--- src/rtl/vx_mem_rsp_gather.sv ---
// Gathers the partial read responses of one request into a single full response.
// Read requests are snooped to learn each tag's expected lane mask; partials are merged per slot.
module vx_mem_rsp_gather #(
  parameter int NUM_REQS   = 4,
  parameter int DATA_WIDTH = 32,
  parameter int TAG_WIDTH  = 8,
  parameter int UUID_WIDTH = 0,
  parameter int SLOT_BITS  = 3
) (
  input  logic                           clk,
  input  logic                           reset_n,
  input  logic                           req_valid,
  input  logic                           req_ready,
  input  logic                           req_rw,
  input  logic [NUM_REQS-1:0]            req_mask,
  input  logic [TAG_WIDTH-1:0]           req_tag,
  output logic                           req_stall,
  input  logic                           in_rsp_valid,
  input  logic [NUM_REQS-1:0]            in_rsp_mask,
  input  logic [NUM_REQS*DATA_WIDTH-1:0] in_rsp_data,
  input  logic [TAG_WIDTH-1:0]           in_rsp_tag,
  output logic                           in_rsp_ready,
  output logic                           out_rsp_valid,
  output logic [NUM_REQS-1:0]            out_rsp_mask,
  output logic [NUM_REQS*DATA_WIDTH-1:0] out_rsp_data,
  output logic [TAG_WIDTH-1:0]           out_rsp_tag,
  input  logic                           out_rsp_ready
);
  localparam int NUM_SLOTS   = 2 ** SLOT_BITS;
  localparam int TAG_ID_BITS = TAG_WIDTH - UUID_WIDTH;
  localparam int DW          = NUM_REQS * DATA_WIDTH;

  logic [NUM_SLOTS-1:0] busy_q, busy_d;
  logic [NUM_REQS-1:0]  got_mask_q [NUM_SLOTS];
  logic [NUM_REQS-1:0]  got_mask_d [NUM_SLOTS];
  logic [NUM_REQS-1:0]  exp_mask_q [NUM_SLOTS];
  logic [NUM_REQS-1:0]  exp_mask_d [NUM_SLOTS];
  logic [TAG_WIDTH-1:0] tag_q      [NUM_SLOTS];
  logic [TAG_WIDTH-1:0] tag_d      [NUM_SLOTS];
  logic [DW-1:0]        data_q     [NUM_SLOTS];
  logic [DW-1:0]        data_d     [NUM_SLOTS];

  logic                 out_valid_q, out_valid_d;
  logic [NUM_REQS-1:0]  out_mask_q, out_mask_d;
  logic [DW-1:0]        out_data_q, out_data_d;
  logic [TAG_WIDTH-1:0] out_tag_q, out_tag_d;

  logic [SLOT_BITS-1:0] rec_slot, in_slot;
  logic                 rec_fire, in_fire, in_apply, complete;
  logic [NUM_REQS-1:0]  eff, merged;
  logic [DW-1:0]        merged_data;

  assign rec_slot     = req_tag[SLOT_BITS-1:0];
  assign in_slot      = in_rsp_tag[SLOT_BITS-1:0];
  assign rec_fire     = req_valid & req_ready & ~req_rw;
  assign req_stall    = busy_q[rec_slot];
  assign in_rsp_ready = ~out_valid_q | out_rsp_ready;
  assign in_fire      = in_rsp_valid & in_rsp_ready;

  // A record landing on the same slot as a partial overrides it entirely.
  assign in_apply = in_fire & busy_q[in_slot] & ~(rec_fire & (rec_slot == in_slot));
  assign eff      = in_rsp_mask & exp_mask_q[in_slot];
  assign merged   = got_mask_q[in_slot] | eff;
  // An empty expected mask is a protocol error; such a slot must never complete.
  assign complete = in_apply & (merged == exp_mask_q[in_slot]) & (|exp_mask_q[in_slot]);

  // NOTE: every always_comb output gets a default first, so no path leaves a latch behind.
  always_comb begin
    merged_data = data_q[in_slot];
    for (int l = 0; l < NUM_REQS; l++) begin
      if (eff[l]) merged_data[l*DATA_WIDTH +: DATA_WIDTH] = in_rsp_data[l*DATA_WIDTH +: DATA_WIDTH];
    end
  end

  always_comb begin
    busy_d     = busy_q;
    got_mask_d = got_mask_q;
    exp_mask_d = exp_mask_q;
    tag_d      = tag_q;
    data_d     = data_q;
    out_valid_d = out_valid_q & ~out_rsp_ready;
    out_mask_d  = out_mask_q;
    out_data_d  = out_data_q;
    out_tag_d   = out_tag_q;

    if (in_apply) begin
      data_d[in_slot] = merged_data;
      if (complete) begin
        busy_d[in_slot]     = 1'b0;
        got_mask_d[in_slot] = '0;
        out_valid_d         = 1'b1;
        out_mask_d          = exp_mask_q[in_slot];
        out_data_d          = merged_data;
        out_tag_d           = tag_q[in_slot];
      end else begin
        got_mask_d[in_slot] = merged;
      end
    end

    if (rec_fire) begin
      busy_d[rec_slot]     = 1'b1;
      exp_mask_d[rec_slot] = req_mask;
      got_mask_d[rec_slot] = '0;
      tag_d[rec_slot]      = req_tag;
    end
  end

  // NOTE: sequential state uses non-blocking assignments so every flop samples pre-edge values.
  always_ff @(posedge clk or negedge reset_n) begin
    if (!reset_n) begin
      busy_q      <= '0;
      got_mask_q  <= '{default: '0};
      out_valid_q <= 1'b0;
      out_mask_q  <= '0;
      out_data_q  <= '0;
      out_tag_q   <= '0;
    end else begin
      busy_q      <= busy_d;
      got_mask_q  <= got_mask_d;
      out_valid_q <= out_valid_d;
      out_mask_q  <= out_mask_d;
      out_data_q  <= out_data_d;
      out_tag_q   <= out_tag_d;
    end
  end

  // NOTE: slot payload is qualified by busy/got_mask, so this storage is deliberately left unreset.
  always_ff @(posedge clk) begin
    exp_mask_q <= exp_mask_d;
    tag_q      <= tag_d;
    data_q     <= data_d;
  end

  assign out_rsp_valid = out_valid_q;
  assign out_rsp_mask  = out_mask_q;
  assign out_rsp_data  = out_data_q;
  assign out_rsp_tag   = out_tag_q;

  // Protocol checks on the snooped request and partial response streams.
  a_cfg_slot_bits: assert property (@(posedge clk) SLOT_BITS <= TAG_ID_BITS);
  a_rec_busy:      assert property (@(posedge clk) disable iff (!reset_n) rec_fire |-> !busy_q[rec_slot]);
  a_rec_empty:     assert property (@(posedge clk) disable iff (!reset_n) rec_fire |-> (|req_mask));
  a_rec_collide:   assert property (@(posedge clk) disable iff (!reset_n)
                                    (rec_fire && in_fire) |-> (rec_slot != in_slot));
  a_rsp_idle:      assert property (@(posedge clk) disable iff (!reset_n) in_fire |-> busy_q[in_slot]);
  a_rsp_lanes:     assert property (@(posedge clk) disable iff (!reset_n)
                                    in_apply |-> ((in_rsp_mask & ~exp_mask_q[in_slot]) == '0));
  a_rsp_dup:       assert property (@(posedge clk) disable iff (!reset_n)
                                    in_apply |-> ((eff & got_mask_q[in_slot]) == '0));
  a_rsp_tag:       assert property (@(posedge clk) disable iff (!reset_n)
                                    in_apply |-> (in_rsp_tag == tag_q[in_slot]));
endmodule

--- config.mk ---
export PLATFORM = sky130hd
export DESIGN_NAME = vx_mem_rsp_gather
export DESIGN_NICKNAME = d
export VERILOG_FILES = /design/src/rtl/vx_mem_rsp_gather.sv
export SDC_FILE = /design/constraint.sdc
export NUM_CORES = 1
export LEC_CHECK = 0
export CORE_MARGIN = 3
export CORE_UTILIZATION = 45
export CTS_CLUSTER_DIAMETER = 150
export DETAILED_ROUTE_END_ITERATION = 8
export PLACE_DENSITY = 0.66
export SYNTH_ARGS = -nofsm -noshare
export SYNTH_HDL_FRONTEND = slang
export SYNTH_SLANG_ARGS = --single-unit
--- constraint.sdc ---
create_clock -name clk -period 4.92 [get_ports clk]
set_clock_uncertainty 0.15 [all_clocks]
set_input_delay 0.984 -clock clk [delete_from_list [all_inputs] [get_ports clk]]
set_output_delay 0.984 -clock clk [all_outputs]
set_load 0.02 [all_outputs]
==> flow_metrics.py, run 1 <==
metrics = {
    "logic_synthesis": {
        "ys_seq_area_share_pct": 77.9,
        "synth_compound_area_share_pct": 10.7,
        "ys_seq_elements": 1301,
        "synth_top_family_by_area": "compound AO/OA/AOI/OAI gates",
        "synth_xor_area_share_pct": 0.0536,
        "postSynthCellCount": 2743,
        "synthMuxAreaShare_pct": 6.93,
        "ys_types": 54,
        "synth_ff_type": "edfxtp_1",
        "synth_top_cells_by_area": "edfxtp_1 (69%), dfrtp_1 (9.2%), mux2_2 (3.9%)",
        "synth_simple_gate_area_share_pct": 2.58,
        "yosysWarnings": 0,
        "netlist_area_um2": 49000,
        "synth.largest_area_cell": "edfxtp_1",
        "synth-adder-area-share_pct": 0,
        "syn_area_per_cell_um2": 17.9,
        "synth_edf_count": 1120,
        "synth_top_area_share_pct": 68.7,
        "syn_nets": 2902,
        "synthArstFlopShare_pct": 13.9,
    },
    "clocking": {
        "cts_sinks": 1301,
        "cts_tree": "done",
        "root_buffer": "clkbuf_16",
        "post_cts_resized": 0,
        "clkTransAtPathRegs_ns": 0.06,
        "clk_latency_ns": 0.74,
        "cts_setup_buffers": 0,
        "holdBufCountCts": 0,
        "cts_inserted_buffers": 135,
        "cts_max_level": 4,
        "clk_path_buf_depth": 3,
    },
    "timing": {
        "worstMarginPinSlew_ns": 1.03,
        "setup_tns_ns": 0,
        "period_minus_slack_ns": 4.36,
        "hold_violations": 0,
        "maxSlewViolCount": 0,
        "setup_viol": 0,
        "timing.final.crit_share_pct": 88.7,
        "slew_headroom_pct": 31.5,
        "clock.fmax_mhz": 229,
        "grt_setup_unrepaired": "no",
    },
    "setup_path": {
        "crit_path_start_kind": "input port",
        "path_class": "in -> out",
        "worstPathRequired_ns": 3.79,
        "cp_max_fo": 13,
        "crit_arrival_ns": 3.23,
        "endpoint_kind": "primary output",
        "ff2ff_path_depth": 8,
    },
    "layout": {
        "design_area_um2": 58400,
        "multi_input_area_um2": 10000,
        "nets": 3242,
        "area_growth_pct": 19.2,
        "drive_gt1_share_pct": 15.3,
        "final.fill_count": 8213,
        "register_area_um2": 38200,
    },
    "placed_design": {
        "dpl.hpwl_mm": 70.2,
        "io_buffers": 296,
        "place_congestion": 0.834,
        "place_area_um2": 54100,
    },
    "hold_path": {
        "hp-class": "in -> async",
    },
    "drt": {
        "via_per_inst": 6.14,
        "ant_nets": 0,
        "drt-total-wl_mm": 129,
        "vias": 28243,
        "wire_per_inst_um": 28.1,
        "drc": 0,
        "dr.pass1.iters": 6,
        "first_iter_violations": 2905,
    },
    "grt": {
        "antenna_found_initial": 6,
        "grt_max_degree": 107,
        "grt_pass1_wl_mm": 189,
        "track_usage_pct": 22.7,
        "grt_overflow_total": 0,
        "grt_pass1_vias": 28848,
    },
    "floorplanning": {
        "die_x_um": 336,
        "num_rows": 120,
        "die_area_um2": 113000,
        "die_y_um": 336,
        "core_um2": 108000,
        "initial_core_util_pct": 45.6,
        "ios": 302,
    },
    "power": {
        "power.leakage_nw": 19.5,
        "peakVddDrop_v": 0.000298,
        "powerDensity_nw_per_um2": 472,
    },
    "outcome": {
        "status": "complete, no violations",
    },
    "job": {
        "maxCapViolCount": 0,
    },
}
[area by class of cell]
| class | count | area share [%] |
|---|---|---|
| antenna | 3 | 0.0129 |
| clock buffer | 187 | 6.44 |
| clock inverter | 62 | 0.947 |
| inverter | 22 | 0.193 |
| multi-input combinational | 1239 | 17.2 |
| sequential | 1301 | 65.4 |
| tap | 1403 | 3.01 |
| timing repair buffer | 384 | 6.87 |
[cell usage after synthesis (all sizes together), types with 2 or more instances]
master and instances:
nor3b 4, a211oi 4, a221o 22, a22o 133, edfxtp 1120, nor3 4
nand2 49, a221oi 156, o221ai 2, o21a 3, inv 22, mux2 237
nand3 35, mux2i 34, a22oi 152, xor2 3, o22ai 4, a222oi 10
a2bb2oi 7, a211o 2, and3b 2, nand4 33, o31ai 29, nor2b 7
o211ai 2, clkbuf 117, o21ai 26, a21oi 37, nor2 127, buf 64
and2 4, nand2b 3, dfrtp 181, a32o 3, mux4 17, a31oi 77
[worst max-delay path, cell delays in order]
cell	delay (ns)
clkdlybuf4s50_1	0.78
mux4_2	0.57
mux2_2	0.32
clkdlybuf4s50_1	0.56
[path summary, 6_finish.rpt]
path                       slack, ns                            to                  startpoint
hold / removal                  0.10  out_rsp_data[30]$_DFFE_PN0P_                     reset_n
hold reg to reg                 0.33    out_rsp_tag[0]$_DFFE_PN0P_  out_rsp_tag[0]$_DFFE_PN0P_
setup / recovery                0.56                     req_stall                  req_tag[0]
min in group clk                0.33    out_rsp_tag[0]$_DFFE_PN0P_  out_rsp_tag[0]$_DFFE_PN0P_
setup reg to reg                1.54  out_rsp_data[41]$_DFFE_PN0P_     exp_mask_q[0]$_DFFE_PP_
max in group asynchronous       3.36    out_rsp_tag[5]$_DFFE_PN0P_                     reset_n
[metal layers]
metal  track usage, %  vias to the layer above  routed length, um
met5                0                        -                  7
met4             7.77                        2               3780
met3             3.77                      242               9900
met2             38.7                     1422              64700
met1             29.7                    14598              51100
li1                 -                    11979                  -
[registers in the layout, indices dropped and copies added (netlist names), 4 cells and up]
register      count
exp_mask_q       32
got_mask_q       32
busy_q            8
tag_q            64
out_rsp_tag       8
out_rsp_data    128
out_rsp_mask      4
data_q         1024
[power by group]
part	switching (W)	internal, W
combinational	0.00230	0.00187
clock	0.00417	0.00561
sequential	0.000510	0.0131
total	0.00698	0.0206
[cells in the final DEF, fill, tap and decap left out, types with 6 or more instances in the layout]
cell type / count
a221o_1: 22
mux4_2: 17
a31oi_1: 77
buf_12: 31
clkinvlp_4: 10
clkbuf_16: 139
dfrtp_1: 181
edfxtp_1: 1120
nor2b_1: 6
a221oi_1: 156
mux2i_1: 34
buf_4: 60
clkinv_2: 15
clkbuf_1: 38
mux2_1: 66
a21oi_1: 37
nor2_1: 126
a22o_1: 133
clkbuf_8: 10
nand4_1: 33
clkdlybuf4s50_1: 292
o21ai_0: 25
mux2_2: 171
a2bb2oi_1: 7
nand2_1: 45
o31ai_1: 29
a22oi_1: 152
a222oi_1: 10
clkinv_1: 25
nand3_1: 35
inv_1: 13
[metrics by stage]
step	setup slack, ns	cells	power, W	utilization [%]	hold slack, ns
after floorplan	0.0396	2743	0.0158	-	0.312
after global placement	0.530	4349	0.0179	50.3	0.316
after detailed placement	0.405	4349	0.0180	50.3	0.324
after CTS	0.560	4598	0.0278	54.3	0.164
after global routing	0.519	4598	0.0286	54.3	0.156
final	0.558	4601	0.0276	54.3	0.104
[cells by family (layout without fill, tap and decap cells)]
group                     count (synthesis)  count (layout)
AOI/OAI and AO/OA                       672             672
xor gates and xnor gates                  3               3
buffers and inverters                   203             655
DFF                                    1301            1301
muxes                                   288             288
other                                     0               3
and+or+nand+nor                         276             276
(Power assumes the default switching activity.)
==> run 2: changes to the inputs <==
- DONT_BUFFER_PORTS: unset -> 1
- PLACE_DENSITY: 0.66 -> 0.62
==> run 2 against run 1 <==
- the flow now finishes with violations (negative hold slack)
- fmax is 22% higher
- first-iteration DRC count shrank 9.9%
- global-route usage shrank 0.12 points
- critical endpoint is now out_rsp_data[14]$_DFFE_PN0P_
- largest cell class unchanged
==> flow_metrics.py, run 2 (synthesized netlist as in run 1, its figures left out) <==
metrics = {
    "clocking": {
        "cts_tree": "done",
        "cts_sinks": 1301,
        "cts_inserted_buffers": 135,
        "post_cts_resized": 0,
        "clk_path_buf_depth": 3,
        "clkTransAtPathRegs_ns": 0.06,
        "clk_latency_ns": 0.73,
        "cts_max_level": 4,
        "root_buffer": "clkbuf_16",
    },
    "hold_path": {
        "hp-class": "in -> async",
    },
    "power": {
        "powerDensity_nw_per_um2": 474,
        "peakVddDrop_v": 0.000304,
        "power.leakage_nw": 18.2,
    },
    "floorplanning": {
        "core_um2": 108000,
        "num_rows": 120,
        "die_area_um2": 113000,
        "ios": 302,
        "die_x_um": 336,
        "initial_core_util_pct": 45.6,
        "die_y_um": 336,
    },
    "setup_path": {
        "endpoint_kind": "flop",
        "path_cells": "and3_4, a22oi_1, o211ai_1, o21ai_1, a211oi_4, buf_4, buf_4, mux2_2",
        "cp_max_fo": 106,
        "cp_slowest_stage_delay_ns": 0.70,
        "slowest_stage": "and3_4",
        "r2r-start": "exp_mask_q[4]$_DFFE_PP_",
        "path_class": "in -> reg",
        "ff2ff_path_depth": 8,
        "critical_path.most_common_cell": "buf_4",
        "path_delay_family": "compound AO/OA/AOI/OAI gates",
        "rrSetupSlack_ns": 1.55,
        "crit_arrival_ns": 4.05,
        "crit_path_start_kind": "input port",
        "worstReg2RegEnd": "out_rsp_data[14]$_DFFE_PN0P_",
        "worstPathRequired_ns": 5.38,
        "path_buf_inv": 2,
    },
    "layout": {
        "drive_gt1_share_pct": 16.6,
        "design_area_um2": 55300,
        "nets": 2933,
        "largest-register": "data_q",
        "area_growth_pct": 12.9,
        "final.fill_count": 8492,
        "final_cell_mix": "edfxtp_1 (1120), dfrtp_1 (181), mux2_2 (171)",
        "largest_reg_flops": 1024,
        "final_common_cell": "edfxtp_1",
    },
    "grt": {
        "antenna_found_initial": 17,
        "grt_max_degree": 182,
        "grt_pass1_vias": 27647,
        "grt_overflow_total": 0,
        "grt_pass1_wl_mm": 187,
        "track_usage_pct": 22.6,
    },
    "drt": {
        "dr.pass1.iters": 8,
        "ant_nets": 0,
        "vias": 26819,
        "drc": 0,
        "via_per_inst": 6.25,
        "first_iter_violations": 2616,
        "drt-total-wl_mm": 129,
        "wire_per_inst_um": 29.9,
    },
    "timing": {
        "period_minus_slack_ns": 3.59,
        "worstMarginPinSlew_ns": 1.01,
        "worst_hold_slack_ns": -0.164,
        "maxSlewViolCount": 0,
        "timing.final.crit_share_pct": 72.9,
        "clock.fmax_mhz": 279,
        "setup_viol": 0,
        "setup_tns_ns": 0,
        "slew_headroom_pct": 33.0,
        "hold_violations": 181,
        "grt_setup_unrepaired": "no",
    },
    "outcome": {
        "status": "finished, violations left",
        "violations": "negative hold slack",
    },
    "placed_design": {
        "dpl.hpwl_mm": 67.1,
        "place_area_um2": 51000,
        "io_buffers": 0,
        "place_congestion": 0.804,
    },
    "job": {
        "maxCapViolCount": 0,
    },
}
-- run 2: routing by layer --
layer,GRT usage [%],wire (um),vias up
li1,-,-,11387
met1,29.8,51700,14129
met2,37.9,64100,1102
met3,4.77,9810,193
met4,6.86,2900,8
met5,0,47,-
-- run 2: cell type report --
| type | count | area, um2 | area share (%) |
|---|---|---|---|
| clock buffers | 191 | 3740 | 6.77 |
| well taps | 1403 | 1760 | 3.18 |
| diodes | 8 | 20.0 | 0.0362 |
| clock inverters | 54 | 488 | 0.883 |
| flip-flops and latches | 1301 | 38200 | 69.0 |
| inverters | 22 | 113 | 0.204 |
| multi-input cells | 1239 | 10000 | 18.1 |
| repair buffers | 75 | 976 | 1.77 |
-- run 2: report_power, final --
group / internal (W) / switching [W] / total (W)
sequential: 0.0131 / 0.00131 / 0.0144
clock: 0.00564 / 0.00410 / 0.00974
combinational: 0.000829 / 0.00120 / 0.00203
total: 0.0196 / 0.00661 / 0.0262
-- run 2: repair_timing --
item | 4_1_cts | 5_1_grt
setup buffers | 0 | 0
endpoints found under the hold margin | 181 | 181
endpoints found under the setup margin | 0 | 0
-- run 2: worst max-delay path by stage --
stage | startpoint | to | slack, ns | cells after the start
after floorplan | in_rsp_tag[1] | data_q[512]$_DFFE_PP_ | 0.04 | 8
after detailed placement | in_rsp_tag[1] | out_rsp_data[14]$_DFFE_PN0P_ | 0.73 | 8
final | in_rsp_tag[1] | out_rsp_data[14]$_DFFE_PN0P_ | 1.33 | 8
after global routing | in_rsp_tag[1] | out_rsp_data[1]$_DFFE_PN0P_ | 1.34 | 8
after global placement | in_rsp_tag[1] | out_rsp_data[39]$_DFFE_PN0P_ | 0.77 | 8
after CTS | in_rsp_tag[1] | out_rsp_data[14]$_DFFE_PN0P_ | 1.52 | 8
-- run 2: stage by stage --
step	cells	utilization [%]	power, W	setup slack, ns	hold slack [ns]
finish	4293	51.4	0.0262	1.33	-0.164
detailed placement	4040	47.5	0.0167	0.734	0.338
floorplan	2743	-	0.0158	0.0396	0.312
CTS	4285	51.4	0.0264	1.52	-0.241
global placement	4040	47.5	0.0166	0.771	0.329
global route	4289	51.4	0.0271	1.34	-0.206
